<file path="src/rtl/sm2201_isa_cycle_ctrl.sv">
// sm2201_isa_cycle_ctrl
// ISA I/O cycle controller for the SM2201 ISA-CAMAC board. Decodes host
// IOR#/IOW# at a fixed base address, drives the 8216/8226 transceiver
// chip-select and direction, holds the host with IOCHRDY and issues timed
// register strobes towards the CAMAC-side logic. All outputs are registered.

module sm2201_isa_cycle_ctrl #(
    parameter logic [9:0] BASE_ADDR     = 10'h300,
    parameter int         ADDR_BITS     = 3,
    parameter int         SETUP_CYCLES  = 2,
    parameter int         STROBE_CYCLES = 4
) (
    input  logic                 clk,
    input  logic                 rst,
    input  logic [9:0]           isa_addr,
    input  logic                 isa_aen,
    input  logic                 isa_ior_n,
    input  logic                 isa_iow_n,
    output logic                 isa_iochrdy,
    output logic                 xcvr_cs_n,
    output logic                 xcvr_dce,
    output logic [ADDR_BITS-1:0] reg_addr,
    output logic                 wr_stb,
    output logic                 rd_stb,
    output logic                 busy,
    output logic                 err_pulse,
    output logic                 abort_pulse
);

    localparam int CNT_MAX = (SETUP_CYCLES > STROBE_CYCLES) ? SETUP_CYCLES : STROBE_CYCLES;
    localparam int CNT_W   = $clog2(CNT_MAX) + 1;
    localparam logic [CNT_W-1:0] SETUP_LAST  = CNT_W'(SETUP_CYCLES - 1);
    localparam logic [CNT_W-1:0] STROBE_LAST = CNT_W'(STROBE_CYCLES - 1);

    typedef enum logic [1:0] {
        IDLE   = 2'd0,
        SETUP  = 2'd1,
        STROBE = 2'd2,
        HOLD   = 2'd3
    } state_t;

    state_t             state_q, state_d;
    logic [CNT_W-1:0]   cnt_q, cnt_d;
    logic [2:0]         ior_sync, iow_sync;
    logic               err_lock, lock_d;
    logic               iochrdy_d, cs_n_d, dce_d, wr_d, rd_d, busy_d, err_d, abort_d;
    logic [ADDR_BITS-1:0] reg_addr_d;

    // Bit 1 is the synchronised level, bit 2 is the one-clock-delayed copy
    // used to spot a falling edge.
    logic ior_s, iow_s, ior_fall, iow_fall, addr_match, active_high;

    assign ior_s      = ior_sync[1];
    assign iow_s      = iow_sync[1];
    assign ior_fall   = !ior_sync[1] && ior_sync[2];
    assign iow_fall   = !iow_sync[1] && iow_sync[2];
    assign addr_match = (isa_addr[9:ADDR_BITS] == BASE_ADDR[9:ADDR_BITS]);

    // Two-flop synchronisers plus an edge-detect delay flop; idle level is high.
    always_ff @(posedge clk or posedge rst) begin
        if (rst) begin
            ior_sync <= 3'b111;
            iow_sync <= 3'b111;
        end else begin
            ior_sync <= {ior_sync[1:0], isa_ior_n};
            iow_sync <= {iow_sync[1:0], isa_iow_n};
        end
    end

    // State, counter and registered outputs.
    always_ff @(posedge clk or posedge rst) begin
        if (rst) begin
            state_q     <= IDLE;
            cnt_q       <= '0;
            err_lock    <= 1'b0;
            isa_iochrdy <= 1'b1;
            xcvr_cs_n   <= 1'b1;
            xcvr_dce    <= 1'b0;
            reg_addr    <= '0;
            wr_stb      <= 1'b0;
            rd_stb      <= 1'b0;
            busy        <= 1'b0;
            err_pulse   <= 1'b0;
            abort_pulse <= 1'b0;
        end else begin
            state_q     <= state_d;
            cnt_q       <= cnt_d;
            err_lock    <= lock_d;
            isa_iochrdy <= iochrdy_d;
            xcvr_cs_n   <= cs_n_d;
            xcvr_dce    <= dce_d;
            reg_addr    <= reg_addr_d;
            wr_stb      <= wr_d;
            rd_stb      <= rd_d;
            busy        <= busy_d;
            err_pulse   <= err_d;
            abort_pulse <= abort_d;
        end
    end

    // Next-state and next-output logic; the direction register doubles as
    // the record of which host strobe owns the current cycle.
    always_comb begin
        state_d     = state_q;
        cnt_d       = cnt_q;
        lock_d      = err_lock;
        iochrdy_d   = isa_iochrdy;
        cs_n_d      = xcvr_cs_n;
        dce_d       = xcvr_dce;
        reg_addr_d  = reg_addr;
        wr_d        = wr_stb;
        rd_d        = rd_stb;
        busy_d      = busy;
        err_d       = 1'b0;
        abort_d     = 1'b0;
        active_high = xcvr_dce ? iow_s : ior_s;

        unique case (state_q)
            IDLE: begin
                if (err_lock) begin
                    if (ior_s && iow_s) begin
                        lock_d = 1'b0;
                    end
                end else if ((ior_fall || iow_fall) && !isa_aen && addr_match) begin
                    if (!ior_s && !iow_s) begin
                        err_d  = 1'b1;
                        lock_d = 1'b1;
                    end else begin
                        state_d    = SETUP;
                        cnt_d      = '0;
                        dce_d      = !iow_s;
                        reg_addr_d = isa_addr[ADDR_BITS-1:0];
                        iochrdy_d  = 1'b0;
                        busy_d     = 1'b1;
                    end
                end
            end
            SETUP: begin
                if (active_high) begin
                    state_d   = IDLE;
                    cnt_d     = '0;
                    cs_n_d    = 1'b1;
                    iochrdy_d = 1'b1;
                    wr_d      = 1'b0;
                    rd_d      = 1'b0;
                    busy_d    = 1'b0;
                    abort_d   = 1'b1;
                end else begin
                    cs_n_d = 1'b0;
                    if (cnt_q == SETUP_LAST) begin
                        state_d = STROBE;
                        cnt_d   = '0;
                        wr_d    = xcvr_dce;
                        rd_d    = !xcvr_dce;
                    end else begin
                        cnt_d = cnt_q + 1'b1;
                    end
                end
            end
            STROBE: begin
                if (active_high) begin
                    state_d   = IDLE;
                    cnt_d     = '0;
                    cs_n_d    = 1'b1;
                    iochrdy_d = 1'b1;
                    wr_d      = 1'b0;
                    rd_d      = 1'b0;
                    busy_d    = 1'b0;
                    abort_d   = 1'b1;
                end else if (cnt_q == STROBE_LAST) begin
                    state_d   = HOLD;
                    cnt_d     = '0;
                    wr_d      = 1'b0;
                    rd_d      = 1'b0;
                    iochrdy_d = 1'b1;
                end else begin
                    cnt_d = cnt_q + 1'b1;
                end
            end
            HOLD: begin
                if (active_high) begin
                    state_d = IDLE;
                    cs_n_d  = 1'b1;
                    busy_d  = 1'b0;
                end
            end
            default: begin
                state_d = IDLE;
            end
        endcase
    end

endmodule

</file>
<file path="config.mk">
export PLATFORM = sky130hd
export DESIGN_NAME = sm2201_isa_cycle_ctrl
export DESIGN_NICKNAME = d
export VERILOG_FILES = /design/src/rtl/sm2201_isa_cycle_ctrl.sv
export SDC_FILE = /design/constraint.sdc
export NUM_CORES = 1
export LEC_CHECK = 0
export CAP_MARGIN = 20
export CELL_PAD_IN_SITES_DETAIL_PLACEMENT = 2
export CELL_PAD_IN_SITES_GLOBAL_PLACEMENT = 2
export CORE_MARGIN = 2
export CORE_UTILIZATION = 32
export DETAILED_ROUTE_END_ITERATION = 10
export GPL_ROUTABILITY_DRIVEN = 0
export PLACE_DENSITY_LB_ADDON = 0.1
export SKIP_CTS_REPAIR_TIMING = 1
export SLEW_MARGIN = 40
export SYNTH_ARGS = -nofsm -noshare
export SYNTH_HDL_FRONTEND = slang
export SYNTH_SLANG_ARGS = --single-unit
</file>
<file path="constraint.sdc">
create_clock -name clk -period 3 [get_ports clk]
set_clock_uncertainty 0.15 [all_clocks]
set_input_delay 0.6 -clock clk [delete_from_list [all_inputs] [get_ports clk]]
set_output_delay 0.6 -clock clk [all_outputs]
set_load 0.01 [all_outputs]
</file>
==> run_results.csv <==
group,metric,value,unit
outcome,status,"complete, no violations",
worst_setup_path,crit_chain,"clkdlybuf4s50_1 > or4b_4 > or3b_4 > o31a_1 > o41ai_1",
min_path,min_from,"iow_sync[0]",
finish,final_common_cell,"clkdlybuf4s50_1",
worst_setup_path,worst_setup_path_start_kind,"input port",
logic_synthesis,synth-edff-count,0,
logic_synthesis,synthAdderAreaFrac,0.0798,
timing,final.period_utilization,0.887,
die,die_w,66.6,um
finish,drive_gt1_frac,0.159,
global_routing,grt-busiest-layer,"met2",
finish,area_delta_synth_final,29.0,%
finish,layout.nets,169,
clock_tree,cts.clk_slew.worst_paths,0.08,ns
global_routing,first_global_vias,1179,
clock_tree,cts_buffers,3,
global_routing,antenna_found_initial,0,
drt,ant_nets,0,
global_routing,grt_max_degree,14,
clock_tree,clock_latency,0.27,ns
logic_synthesis,ys_types,37,
placement,numPlacedInstances,189,
global_routing,grt-ovfl-total,0,
logic_synthesis,synth_top_area_frac,0.299,
job,cap_violations,0,
min_path,hold_class,"register to register",
timing,worst_pin_slew,0.458,ns
logic_synthesis,yosysSeqAreaShare,0.467,
drt,drc,0,
global_routing,grt_use_total,0.180,
worst_setup_path,crit_fanout,5,
placement,place_area,1570,um2
worst_setup_path,r2r_slack,0.71,ns
clock_tree,cts_tree,"done",
global_routing,grtUsageMet1,0.213,
finish,post-route-cell-area,1620,um2
die,die_area,4430,um2
logic_synthesis,netlist_area,1250,um2
logic_synthesis,ys_seq_elements,23,
logic_synthesis,ys_top_cells_by_area,"dfrtp_1, dfstp_2, ha_1",
global_routing,grt_first_pass_wirelength,5840,um
logic_synthesis,synthCells,117,
logic_synthesis,synthSimpleGateAreaFrac,0.163,
logic_synthesis,synth_compound_area_frac,0.203,
timing,finalSetupViolCount,0,
worst_setup_path,critical_path_class,"input port to register",
worst_setup_path,crit_required,3.00,ns
worst_setup_path,cp-startpoint,"isa_aen",
worst_setup_path,max_stage_delay,0.56,ns
timing,slew_viol_final,0,
timing,fin_tns_setup,0,ns
logic_synthesis,ys_warn_count,0,
timing,final_hold_viol_count,0,
global_routing,met3_usage,0.0372,
logic_synthesis,yosys.area.top_type,"dfrtp_1",
logic_synthesis,muxShareOfSynthArea,0.0429,
die,rows,22,
clock_tree,clk_root_buffer_cell,"clkbuf_8",
timing,period_minus_slack,2.66,ns
power,power_density,666,nW/um2
timing,max_slew_margin,0.694,
die,die_h,66.6,um
drt,vias,1032,
finish,antenna_cells,0,
logic_synthesis,synth_xor_area_frac,0,
die,start_util,0.337,
timing,hold_ws,0.212,ns
global_routing,grtUsageMet2,0.314,
placement,io_buffers,25,
finish,layoutNonFillerInstCount,193,
timing,timing.fmax,376,MHz
die,io_pins,26,
logic_synthesis,async_flop_share,1.00,
clock_tree,cts.path.max_buffers,2,
clock_tree,htreeDepth,1,
logic_synthesis,syn_nets,140,
timing,rsz0062_at_grt,"no",
finish,layout_common_cells,"clkdlybuf4s50_1, dfrtp_1, inv_1",
logic_synthesis,yosys_most_used_dff,"dfrtp_1",
worst_setup_path,cpMaxStageDelayCell,"or4b_4",
power,p_leak,0.000677,uW
drt,wire_per_inst,17.8,um
drt,drt_pre_antenna_iters,3,
worst_setup_path,r2r-start,"state_q[0]",
logic_synthesis,avgSynthCellArea,10.7,um2
drt,avgViaCountPerCell,5.35,
power,finalPower,1080,uW
die,core,3720,um2
drt,drt-initial-drc-count,26,
power,peakVddDrop,0.000240,V
drt,wl,3440,um
worst_setup_path,endpoint_kind,"register",
logic_synthesis,synth_top_family_by_area,"compound AO/OA/AOI/OAI gates",
clock_tree,clock-sinks,23,
worst_setup_path,arrival,2.66,ns
placement,hpwl,2720,um
==> synth_stat cells (all sizes together), types with 2 or more instances <==
master	number
dfrtp	15
inv	11
dfstp	8
ha	8
nor2	7
a21oi	6
nand2b	6
clkbuf	4
nand3	4
o311ai	4
o41ai	4
mux2	3
nand2	3
o21a	3
o21ai	3
and2	2
and3	2
mux2i	2
nor2b	2
nor3	2
o31a	2
==> cell type report <==
| class | instances | area, um2 |
|---|---|---|
| Clock inverter | 1 | 5.00 |
| Tap cell | 48 | 60.1 |
| Sequential cell | 23 | 586 |
| Fill cell | 411 | 2100 |
| Inverter | 11 | 41.3 |
| Multi-Input combinational cell | 79 | 612 |
| Timing Repair Buffer | 28 | 273 |
| Clock buffer | 3 | 41.3 |
==> state kept, by name, indices dropped and copies added, names as in the netlist <==
register,count
abort_pulse,1
busy,1
cnt_q,3
err_lock,1
err_pulse,1
ior_sync,3
iow_sync,3
isa_iochrdy,1
rd_stb,1
reg_addr,3
state_q,2
wr_stb,1
xcvr_cs_n,1
xcvr_dce,1
==> cell families after synthesis <==
kind of cell / Yosys count
buffers and inverters: 15
adders and majority gates: 8
DFF: 23
and+or+nand+nor: 35
muxes: 5
AOI/OAI and AO/OA: 31
==> power breakdown <==
group | total, uW | internal (uW) | switching [uW]
sequential | 418 | 375 | 43.1
clock | 200 | 93.2 | 106
combinational | 460 | 205 | 255
==> final timing paths <==
| check | to | cells past startpoint |
|---|---|---|
| setup / recovery | cnt_q[0] | 5 |
| hold / removal | iow_sync[1] | 0 |
| setup reg to reg | reg_addr[1] | 6 |
| hold reg to reg | iow_sync[1] | 0 |
| max in group asynchronous | isa_iochrdy | 3 |
| min in group asynchronous | err_lock | 2 |
==> layer usage <==
layer	share of wire	vias to the layer above	wire, um
met5	0	-	0
met2	0.52	19	1780
met1	0.43	529	1490
met3	0.033	5	113
li1	-	479	-
met4	0.017	0	57
==> per-stage QoR <==
| stage | util | setup slack [ns] |
|---|---|---|
| after floorplan | - | 0.639 |
| after global placement | 0.423 | 0.175 |
| after detailed placement | 0.423 | 0.0726 |
| after CTS | 0.435 | 0.355 |
| after global routing | 0.435 | 0.339 |
| final | 0.435 | 0.340 |
==> critical path: cells and delay by family <==
kind	cells	cell delay, ns
AOI/OAI and AO/OA	2	0.68
buffers and inverters	1	0.40
and+or+nand+nor	2	0.98
Power figures use the tool's default switching activity.
